<file path="src/rtl/pattern_match_engine.sv">
// Pattern search over a stored string with '.', '^', '$' and '*' tokens.
// Define PME_MATCH_COUNT_EN to add match_cnt and scan every start position.

module pattern_match_engine #(
  parameter int STR_DEPTH = 32,
  parameter int PAT_DEPTH = 8,
  parameter int IDX_W     = $clog2(STR_DEPTH)
) (
  input  logic             clk,
  input  logic             reset,
  input  logic [7:0]       chardata,
  input  logic             isstring,
  input  logic             ispattern,
  output logic             busy,
  output logic             valid,
  output logic             match,
  output logic [IDX_W-1:0] match_index
`ifdef PME_MATCH_COUNT_EN
  ,
  output logic [IDX_W:0]   match_cnt
`endif
);

  localparam int LW = IDX_W + 1;
  localparam int PW = $clog2(PAT_DEPTH + 1);
  localparam int PA = $clog2(PAT_DEPTH);

  typedef enum logic [1:0] {
    IDLE,
    SEARCH,
    DONE
  } state_t;

  state_t state;

  logic [7:0] str_mem [STR_DEPTH];
  logic [7:0] pat_mem [PAT_DEPTH];

  logic [LW-1:0]    slen;
  logic [LW-1:0]    p;
  logic [LW-1:0]    i;
  logic [LW-1:0]    star_i;
  logic [PW-1:0]    plen;
  logic [PW-1:0]    lead;
  logic [PW-1:0]    j;
  logic [PW-1:0]    star_j;
  logic             star_v;
  logic             job_done;
  logic             found;
  logic [IDX_W-1:0] first;
`ifdef PME_MATCH_COUNT_EN
  logic [LW-1:0]    cnt;
  logic [LW-1:0]    cnt_n;
`endif

  logic [7:0]       tok;
  logic [7:0]       ch;
  logic [7:0]       prv;
  logic             is_star;
  logic             is_bol;
  logic             is_eol;
  logic             is_any;
  logic             tok_hit;
  logic             hit;
  logic             can_bt;
  logic             fail;
  logic             last;
  logic             fin;
  logic             adv;
  logic             found_n;
  logic [IDX_W-1:0] first_n;

  logic             str_we;
  logic [IDX_W-1:0] str_wa;
  logic             pat_we;

  assign tok = pat_mem[j[PA-1:0]];
  assign ch  = str_mem[i[IDX_W-1:0]];
  assign prv = str_mem[i[IDX_W-1:0] - IDX_W'(1)];

  assign is_star = (tok == 8'h2A);
  assign is_bol  = (tok == 8'h5E);
  assign is_eol  = (tok == 8'h24);
  assign is_any  = (tok == 8'h2E);

  // Anchors are zero-width: they test the position, never consume.
  always_comb begin
    tok_hit = 1'b0;
    unique case (1'b1)
      is_star: tok_hit = 1'b1;
      is_bol:  tok_hit = (i == '0) || (prv == 8'h20);
      is_eol:  tok_hit = (i == slen) || (ch == 8'h20);
      default: tok_hit = (i < slen) && (is_any || ch == tok);
    endcase
  end

  assign hit     = (j == plen);
  assign can_bt  = star_v && (star_i < slen);
  assign fail    = !hit && !tok_hit && !can_bt;
  assign last    = (p == slen);
  assign found_n = found | hit;
  assign first_n = found ? first : p[IDX_W-1:0];

`ifdef PME_MATCH_COUNT_EN
  assign cnt_n = cnt + LW'(hit);
  assign fin   = (hit | fail) & last;
`else
  assign fin   = hit | (fail & last);
`endif
  assign adv = (hit | fail) & !fin;

  assign str_we = (state == IDLE) && isstring &&
                  (job_done || slen < LW'(STR_DEPTH));
  assign str_wa = job_done ? '0 : slen[IDX_W-1:0];
  assign pat_we = (state == IDLE) && !isstring && ispattern &&
                  (plen < PW'(PAT_DEPTH));

  always_ff @(posedge clk) begin
    if (str_we) str_mem[str_wa] <= chardata;
    if (pat_we) pat_mem[plen[PA-1:0]] <= chardata;
  end

  always_ff @(posedge clk or negedge reset) begin
    if (!reset) begin
      state       <= IDLE;
      busy        <= 1'b0;
      valid       <= 1'b0;
      match       <= 1'b0;
      match_index <= '1;
      slen        <= '0;
      plen        <= '0;
      lead        <= '0;
      p           <= '0;
      i           <= '0;
      j           <= '0;
      star_i      <= '0;
      star_j      <= '0;
      star_v      <= 1'b0;
      job_done    <= 1'b0;
      found       <= 1'b0;
      first       <= '0;
`ifdef PME_MATCH_COUNT_EN
      cnt         <= '0;
      match_cnt   <= '0;
`endif
    end else begin
      unique case (state)
        IDLE: begin
          if (isstring) begin
            if (job_done) begin
              slen     <= LW'(1);
              job_done <= 1'b0;
            end else if (slen < LW'(STR_DEPTH)) begin
              slen <= slen + LW'(1);
            end
          end else if (ispattern) begin
            if (plen < PW'(PAT_DEPTH)) begin
              plen <= plen + PW'(1);
              if (lead == plen && chardata == 8'h2A)
                lead <= lead + PW'(1);
            end
          end else if (plen != '0) begin
            state  <= SEARCH;
            busy   <= 1'b1;
            p      <= '0;
            i      <= '0;
            j      <= lead;
            star_v <= 1'b0;
            found  <= 1'b0;
            first  <= '0;
`ifdef PME_MATCH_COUNT_EN
            cnt    <= '0;
`endif
          end
        end
        SEARCH: begin
          found <= found_n;
          first <= first_n;
`ifdef PME_MATCH_COUNT_EN
          cnt   <= cnt_n;
`endif
          if (fin) begin
            state       <= DONE;
            valid       <= 1'b1;
            match       <= found_n;
            match_index <= found_n ? first_n : '1;
`ifdef PME_MATCH_COUNT_EN
            match_cnt   <= cnt_n;
`endif
          end else if (adv) begin
            p      <= p + LW'(1);
            i      <= p + LW'(1);
            j      <= lead;
            star_v <= 1'b0;
          end else if (tok_hit) begin
            if (is_star) begin
              star_v <= 1'b1;
              star_j <= j;
              star_i <= i;
              j      <= j + PW'(1);
            end else if (is_bol || is_eol) begin
              j <= j + PW'(1);
            end else begin
              i <= i + LW'(1);
              j <= j + PW'(1);
            end
          end else begin
            // Let the most recent '*' absorb one more character.
            star_i <= star_i + LW'(1);
            i      <= star_i + LW'(1);
            j      <= star_j + PW'(1);
          end
        end
        DONE: begin
          state    <= IDLE;
          busy     <= 1'b0;
          valid    <= 1'b0;
          plen     <= '0;
          lead     <= '0;
          job_done <= 1'b1;
        end
        default: state <= IDLE;
      endcase
    end
  end

endmodule

</file>
<file path="config.mk">
export PLATFORM = sky130hd
export DESIGN_NAME = pattern_match_engine
export DESIGN_NICKNAME = d
export VERILOG_FILES = /design/src/rtl/pattern_match_engine.sv
export SDC_FILE = /design/constraint.sdc
export NUM_CORES = 1
export LEC_CHECK = 0
export BUFFER_PORTS_ARGS = -buffer_cell sky130_fd_sc_hd__buf_2
export CORE_UTILIZATION = 25
export CTS_BUF_LIST = sky130_fd_sc_hd__clkbuf_2 sky130_fd_sc_hd__clkbuf_4 sky130_fd_sc_hd__clkbuf_8
export CTS_CLUSTER_SIZE = 12
export DETAILED_ROUTE_END_ITERATION = 10
export PLACE_DENSITY = 0.42
export REMOVE_ABC_BUFFERS = 1
export SLEW_MARGIN = 20
export SYNTH_ARGS = -nofsm -noshare
export SYNTH_HDL_FRONTEND = slang
export SYNTH_SLANG_ARGS = --single-unit
export TNS_END_PERCENT = 100
</file>
<file path="constraint.sdc">
create_clock -name clk -period 6.37 [get_ports clk]
set_input_delay 0.3185 -clock clk [delete_from_list [all_inputs] [get_ports clk]]
set_output_delay 0.3185 -clock clk [all_outputs]
set_load 0.03 [all_outputs]
</file>
Word-level counts from Yosys, hierarchy flattened. Memory sizes are Yosys's and may differ from the RTL's. Index checks and enable logic that the tools add are counted.

Register bits after elaboration: 58. Bits in latches: 0. RAM bits: 320. ROM bits: 0. Input bits: 12. Output and inout port bits: 8. Logic and storage cells: 176. Memories kept: 2.

Memory list: str_mem (words 32, width 8, read ports 2, clocked after memory_dff 0, write ports 1, line 36) `logic [7:0] str_mem [STR_DEPTH];`; pat_mem (words 8, width 8, read ports 1, clocked after memory_dff 0, write ports 1, line 37) `logic [7:0] pat_mem [PAT_DEPTH];`.

Add/subtract/negate cells: 9. $mul: 0. Div/mod/pow operators: 0. $lt $le $gt $ge: 4. Eq/ne operators: 29. Shift operators: 0. Muxes and demuxes: 66. Bitwise logic cells: 7. Reductions and logical operators: 42.

Operators with widths (number): $mux 6 (14); $mux 4 (13); $eq 8x6->1 const B (6); $mux 5 (6); $add 6x1->6 const B (4); $pmux 4 s2 (3); $pmux 6 s2 (2); $reduce_and 4->1 (5); $add 4x1->4 const B (4); $mux 1 (16); $ne 2x2->1 const B (8); $reduce_and 5->1 (3); $reduce_and 7->1 (2); $eq 6x6->1 (2); $lt 6x6->1 (2); $logic_and 1x1->1 (10); $pmux 1 s2 (5); $pmux 5 s2 (1); $eq 4x4->1 (2); $eq 8x7->1 const B (1); $eq 8x8->1 (1); $mux 2 (4); $ne 4x4->1 const B (2); $reduce_bool 2->1 (4); other kinds (20) (37).

Depth between registers and ports, before layout. Gate-level depths: netlist (run 1). An unclocked memory read counts as a cell.

Depth in word-level cells: 15. Mapped depth: 23. Mapped depth without buffers: 16.

Least setup slack after synthesis (run 1). Ideal clock, no wire load.

Path type: reg2reg. Start point: register i[0]. End point: register j[2]. Library setup time: 0.129 ns. Arrival time: 4.300 ns. Data required time: 6.241 ns. Setup slack: 1.941 ns. Cell stages (with the launch flop): 22. Path buffers: 8. Period minus slack after synthesis: 4.429 ns. Cell sequence: dfrtp_1 -> buf_6 -> buf_6 -> buf_6 -> clkinv_1 -> ha_1 -> clkbuf_1 -> clkbuf_1 -> clkbuf_1 -> nand3_1 -> o2111ai_1 -> o311ai_0 -> o21ai_0 -> nand4_1 -> a21o_2 -> buf_6 -> buf_4 -> mux2_2 -> ha_1 -> xor2_1 -> a221oi_1 -> a21oi_1.

Word-level cells in the longest chain between the ends: 15. Elaborated cells between the ends (all ways): 27. Classes of those cells: add/sub (1); order compare (1); eq/ne (5); mux (5); bitwise (4); reduce/logical (10); memory (1).

Ends and longest elaborated chain: from (decl) (line 41) `logic [LW-1:0] i;`; from (signal assigned) (line 192) `i <= p + LW'(1);`; from (signal assigned) (line 204) `i <= i + LW'(1);`; from (signal assigned) (line 210) `i <= star_i + LW'(1);`; $sub 5x1->5 / $mem_v2 32x8 (equally long branches); $mem_v2 32x8 / $eq 8x8->1 (equally long branches); $eq 8x6->1 / $logic_or 1x1->1 (equally long branches) (line 91, 93); $logic_or 1x1->1 / $logic_and 1x1->1 (equally long branches) (line 91, 93); $pmux 1 s3 * (line 89) `unique case (1'b1)`; $logic_not 1->1 (line 99) `assign fail = !hit && !tok_hit && !can_bt;`; $logic_and 1x1->1 (2 in series) (line 99); $and 1x1->1 (line 108) `assign fin = hit | (fail & last);`; $or 1x1->1 (line 108); $logic_not 1->1 (line 110) `assign adv = (hit | fail) & !fin;`; $and 1x1->1 (line 110); $mux 4 (line 190) `end else if (adv) begin`; $mux 4 (line 182) `if (fin) begin`; $pmux 4 s2 (line 147) `unique case (state)`; to (signal assigned) (line 193) `j <= lead;`; to (signal assigned) (line 200) `j <= j + PW'(1);`; to (signal assigned) (line 202) `j <= j + PW'(1);`; to (decl) (line 45) `logic [PW-1:0] j;`.

Every way passes the cells marked *; elsewhere a longest branch is shown, timed or not. The select of a mux whose other input is x is not followed. A chain may end at the register's enable or synchronous reset.

Worst setup path in the final report (run 1).
Start point: register i[0]. End point: register p[0].

Word-level cells in the longest chain between the ends: 14. Elaborated cells between the ends (all ways): 24. Classes of those cells: add/sub (1); order compare (1); eq/ne (6); mux (1); bitwise (4); reduce/logical (10); memory (1).

Ends and longest elaborated chain: $sub 5x1->5 / $mem_v2 32x8 (equally long branches); $mem_v2 32x8 / $eq 8x8->1 (equally long branches); $eq 8x6->1 / $logic_or 1x1->1 (equally long branches) (line 91, 93); $logic_or 1x1->1 / $logic_and 1x1->1 (equally long branches) (line 91, 93); $pmux 1 s3 * (line 89); $logic_not 1->1 * (line 99); $logic_and 1x1->1 * (2 in series) (line 99); $and 1x1->1 (line 108); $or 1x1->1 (line 108); $logic_not 1->1 (line 110); $and 1x1->1 (line 110); $ne 2x2->1 (no source line); $reduce_and 6->1 (no source line) *; to (signal assigned) (line 191) `p <= p + LW'(1);`; to (decl) (line 40) `logic [LW-1:0] p;`.

Every way passes the cells marked *; elsewhere a longest branch is shown, timed or not.

==> impl_metrics.toml, run 1 <==
[die]
rows = 98
die_height_um = 271
core_area_um2 = 71600
ioPinCount = 20
die_w_um = 271
die_area_um2 = 73600
start_util = 0.253

[sta]
clock_skew_ns = 0.0276
layout_min_cycle_time_ns = 5.15
drv_slew = 0
worst_pin_slew_ns = 1.04
fin_crit_sh = 0.808
grt_setup_unrepaired = "false"
relSlewSlack = 0.304
finalSetupViolCount = 0
hold_violations = 0
max_clock_freq_ghz = 0.194
holdWs_ns = 0.0789
setup_ws_ns = 1.22

[global_route]
grt_usage = 0.153
grt_pass1_vias = 12300
antenna_found_initial = 1
grt_pass1_wl_um = 83600
grt_overflow_total = 0
grt_max_degree = 59

[placed_design]
port_buffers = 19
dpl.hpwl_um = 38100
preCtsSetupSlack_ns = 1.31
gp_congestion = 0.845

[clocking]
cts_max_path_buffers = 3
htreeDepth = 3
cts_made_buffers = 72
ctsRootBufferMaster = "clkbuf_8"
post_cts_buffers = 0
cts_tree = "yes"
clk_latency_ns = 0.65
cts_resized = 0
clock-sinks = 378
path_clk_slew_ns = 0.06

[synth]
ys.flop_type = "edfxtp_1"
synthDistinctLibCells = 88
ys_async_sr_fraction = 0.153
synth_area_leaders = "edfxtp_1, dfrtp_1, mux2i_1"
yosys_register_bits = 378
yosys.area.top_type = "edfxtp_1"
synth_warnings = 0
yosysSeqAreaShare = 0.611
synth_enable_flop_cells = 320
netlist_area_um2 = 18100
syn-instance-count = 1318
avgSynthCellArea_um2 = 13.7
synth_top_area_frac = 0.530

[drt]
drcViolationCount = 0
wire_per_inst_um = 23.6
routed_wl_um = 56100
antenna_left = 0
drt-vias-per-instance = 5.01
drtIter0Drc = 1003
dr.pass1.iters = 5
dr_total_vias = 11900

[outcome]
status = "finished, final reports clean"

[setup_path]
cp_max_fo = 37
end_kind = "flop"
cp-start-kind = "flop"
worstPathArrival_ns = 5.68
path_class = "reg -> reg"
required_ns = 6.90

[layout]
final_layout_size_suffix_gt1_frac = 0.171
final_nets = 1403
layout.cells.most_common = "edfxtp_1"
area_delta_synth_final_pct = 14.1
final_cell_mix = "edfxtp_1, nor2_1, mux2i_1"
fill_cells = 7314

[pwr]
p_leak_nw = 6.84
power-per-cell-area_nw_per_um2 = 417
irDropWorstVdd_v = 0.000152

[worst_hold_path]
hold_path.class = "in -> reg"

[job]
maxCapViolCount = 0
Yosys cell counts, drive strengths merged (24+ instances only):
cell	number
nand2	59
nor4b	32
nor2	118
a21oi	43
buf	35
nor4	40
dfrtp	53
clkbuf	34
xnor2	24
mux2i	91
edfxtp	320
inv	30
o21ai	36
mux4	49
nand3	55
nor3	24
timing repair:
item,4_1_cts,5_1_grt
endpoints found under the hold margin,53,0
hold buffers,1,0
endpoints found under the setup margin,0,0
layout make-up:
type                    count  area (µm²)  share of cell area
diodes                      2        5.00            0.000242
clock buffers              91        1160              0.0560
clock inverters            34         264              0.0128
inverters                  33         124             0.00599
multi-input cells         838        6540               0.316
flip-flops and latches    378       11100               0.535
well taps                 950        1190              0.0575
repair buffers             48         328              0.0158
path summary, 6_finish.rpt:
| kind | startpoint | to | slack, ns | cells past startpoint |
|---|---|---|---|---|
| setup / recovery | i[0] | p[0] | 1.22 | 13 |
| hold / removal | chardata[7] | pat_mem[7][7] | 0.08 | 1 |
| setup reg to reg | i[0] | p[0] | 1.22 | 13 |
| hold reg to reg | first[2] | first[2] | 0.50 | 1 |
| max in group asynchronous | reset | i[0] | 5.40 | 3 |
| min in group asynchronous | reset | first[4] | 0.39 | 3 |
power by group:
group	switching, mW	internal [mW]
clock	1.06	1.35
combinational	1.85	1.15
sequential	0.331	2.87
flip-flops by register name, indices dropped and copies added, names as in the netlist, 5 cells and up:
signal	count
str_mem	256
match_index	5
star_i	6
first	5
p	6
i	6
pat_mem	64
slen	6
routing by layer:
layer / global-route usage / share of wire / vias up
met2: 0.248 / 0.48 / 345
met4: 0.0537 / 0.025 / 0
met3: 0.0259 / 0.043 / 77
li1: - / - / 5331
met1: 0.205 / 0.45 / 6130
met5: 0 / 0 / -
kinds of logic after synthesis:
family,share of synthesized area
AOI/OAI and AO/OA,0.0815
xor gates and xnor gates,0.0184
adders and majority gates,0.0138
buffers and inverters,0.0285
DFF,0.611
muxes,0.126
and+or+nand+nor,0.121
critical path: stages, from the launching register on:
cell	delay, ns
dfrtp_4	0.70
buf_4	0.42
or3b_1	0.59
o22ai_1	0.41
nor3_1	0.13
a211oi_1	0.57
nand2_1	0.22
xnor2_1	0.18
a41o_1	0.23
a21o_2	0.24
buf_4	0.27
nand2b_1	0.32
a21oi_2	0.35
mux2_2	0.36
stage by stage:
stage          total power [mW]  TNS [ns]  cells  cell area, µm²  utilization
2_1_floorplan              5.20    -17.32   1249           17700            -
3_3_place_gp               6.25         0   2246           19200        0.269
3_5_place_dp               6.25         0   2246           19200        0.269
4_1_cts                    8.70         0   2372           20700        0.289
5_1_grt                    9.06         0   2374           20700        0.289
6_report                   8.62         0   2374           20700        0.289
No activity file was read; power rests on OpenSTA's default activity.
==> inputs of run 2 (changes only) <==
Settings changed: PLACE_DENSITY 0.42 to 0.44.
Clock period 6.37 ns to 4.69 ns, I/O delays scaled along.
==> impl_metrics.toml, run 2 (synthesized netlist as in run 1, its figures left out) <==
[layout]
final_nets = 1435
fill_cells = 7277
final_layout_size_suffix_gt1_frac = 0.187
area_delta_synth_final_pct = 15.7
final_cell_mix = "edfxtp_1, nor2_1, mux2i_1"
layout.cells.most_common = "edfxtp_1"
largest_reg_flops = 256
utilization = 0.293
regMostFlops = "str_mem"

[pwr]
irDropWorstVdd_v = 0.000211
power_mw = 11.9
p_leak_nw = 7.00
power-per-cell-area_nw_per_um2 = 567

[setup_path]
timing.rr.end = "j[2]"
path_class = "reg -> reg"
crit_slowest_cell = "a2111oi_0"
cp_max_fo = 18
cpPeakStageDelay_ns = 0.71
crit_chain = "buf_12 -> mux4_1 -> mux2_2 -> nor4_2 -> nor3_1 -> a2111oi_0 -> nand4_1 -> nand4_1 -> a21o_2 -> mux2_2 -> ha_1 -> xor2_1 -> a221oi_1 -> a21oi_1"
required_ns = 5.20
r2r_start = "i[0]"
rr_worst_depth = 14
end_kind = "flop"
cp-start-kind = "flop"
worstPathArrival_ns = 4.91
ff2ff_setup_slack_ns = 0.28

[drt]
routed_wl_um = 55600
drcViolationCount = 0
wire_per_inst_um = 23.1
drtIter0Drc = 914
antenna_left = 0
drt-vias-per-instance = 4.99
dr_total_vias = 12000
dr.pass1.iters = 5

[global_route]
grt_max_degree = 59
grt_overflow_total = 0
antenna_found_initial = 2
grt_usage = 0.152
grt_pass1_vias = 12400
grt_pass1_wl_um = 83000

[sta]
grt_setup_unrepaired = "false"
layout_min_cycle_time_ns = 4.41
fin_crit_sh = 0.939
relSlewSlack = 0.302
drv_slew = 0
max_clock_freq_ghz = 0.227
setup_ws_ns = 0.284
finalSetupViolCount = 0
clock_skew_ns = 0.0312
hold_violations = 0
worst_pin_slew_ns = 1.04

[placed_design]
preCtsSetupSlack_ns = 0.331
dpl.hpwl_um = 38500
gp_congestion = 0.892
port_buffers = 19

[clocking]
clock-sinks = 378
cts_max_path_buffers = 3
clk_latency_ns = 0.64
cts_tree = "yes"
htreeDepth = 3
post_cts_buffers = 0
path_clk_slew_ns = 0.06
cts_made_buffers = 68
ctsRootBufferMaster = "clkbuf_8"

[die]
die_w_um = 271
die_height_um = 271
ioPinCount = 20
die_area_um2 = 73600
start_util = 0.253
rows = 98
core_area_um2 = 71600

[worst_hold_path]
hold_depth = 2
worstHoldEndpoint = "pat_mem[6][4]"
min_from = "chardata[4]"
hold_path.class = "in -> reg"

[job]
maxCapViolCount = 0

[outcome]
status = "finished, final reports clean"
run 2: layout make-up:
| type | count | area (µm²) | share of cell area |
|---|---|---|---|
| sequential | 378 | 11100 | 0.528 |
| multi-input combinational | 838 | 6540 | 0.312 |
| clock buffer | 95 | 1190 | 0.0570 |
| tap | 950 | 1190 | 0.0567 |
| timing repair buffer | 84 | 661 | 0.0315 |
| clock inverter | 25 | 180 | 0.00859 |
| inverter | 33 | 124 | 0.00591 |
| antenna | 1 | 2.50 | 0.000119 |
run 2: worst max-delay path by stage:
stage | end | slack, ns | cells past startpoint | from
after global placement | j[2] | 0.30 | 15 | i[0]
after global routing | j[2] | 0.03 | 15 | i[0]
final | j[2] | 0.28 | 14 | i[0]
after CTS | j[2] | 0.31 | 14 | i[0]
after detailed placement | j[2] | 0.33 | 14 | i[0]
after floorplan | j[2] | -2.75 | 15 | i[0]
run 2: stage by stage:
step	hold slack [ns]	std cells	setup TNS, ns	area, µm²
6_report	0.242	2404	0	21000
5_1_grt	0.262	2404	0	21000
4_1_cts	0.221	2403	0	21000
3_5_place_dp	0.473	2277	0	19500
3_3_place_gp	0.475	2277	0	19500
2_1_floorplan	-0.0611	1249	-71.08	17700
run 2: critical path, delay by kind of cell, from the launching register on:
kind,cells,cell delay (ns)
multiplexers,3,1.27
XOR/XNOR,1,0.17
flip-flops,1,0.52
AND/OR/NAND/NOR,4,0.59
adder cells (fa/ha/maj),1,0.23
AO/OA/AOI/OAI,4,1.28
buffers and inverters,1,0.19
run 2: where the power goes:
part / switching [mW] / internal (mW) / total, mW / leakage [nW]
registers: 0.370 / 3.90 / 4.27 / 3.63
logic: 2.73 / 1.72 / 4.45 / 2.65
clock network: 1.39 / 1.76 / 3.15 / 0.723
run 2: timing repair:
item | 4_1_cts | 5_1_grt
hold buffers | 6 | 0
resized for setup | 0 | 0
endpoints found under the setup margin | 0 | 0
hold endpoints to repair | 63 | 0
run 2: routing by layer:
layer,track usage,wire length [µm],up-vias
li1,-,-,5389
met1,0.202,24800,6124
met2,0.244,26300,375
met3,0.0289,2950,98
met4,0.0574,1600,0
met5,0,0,-
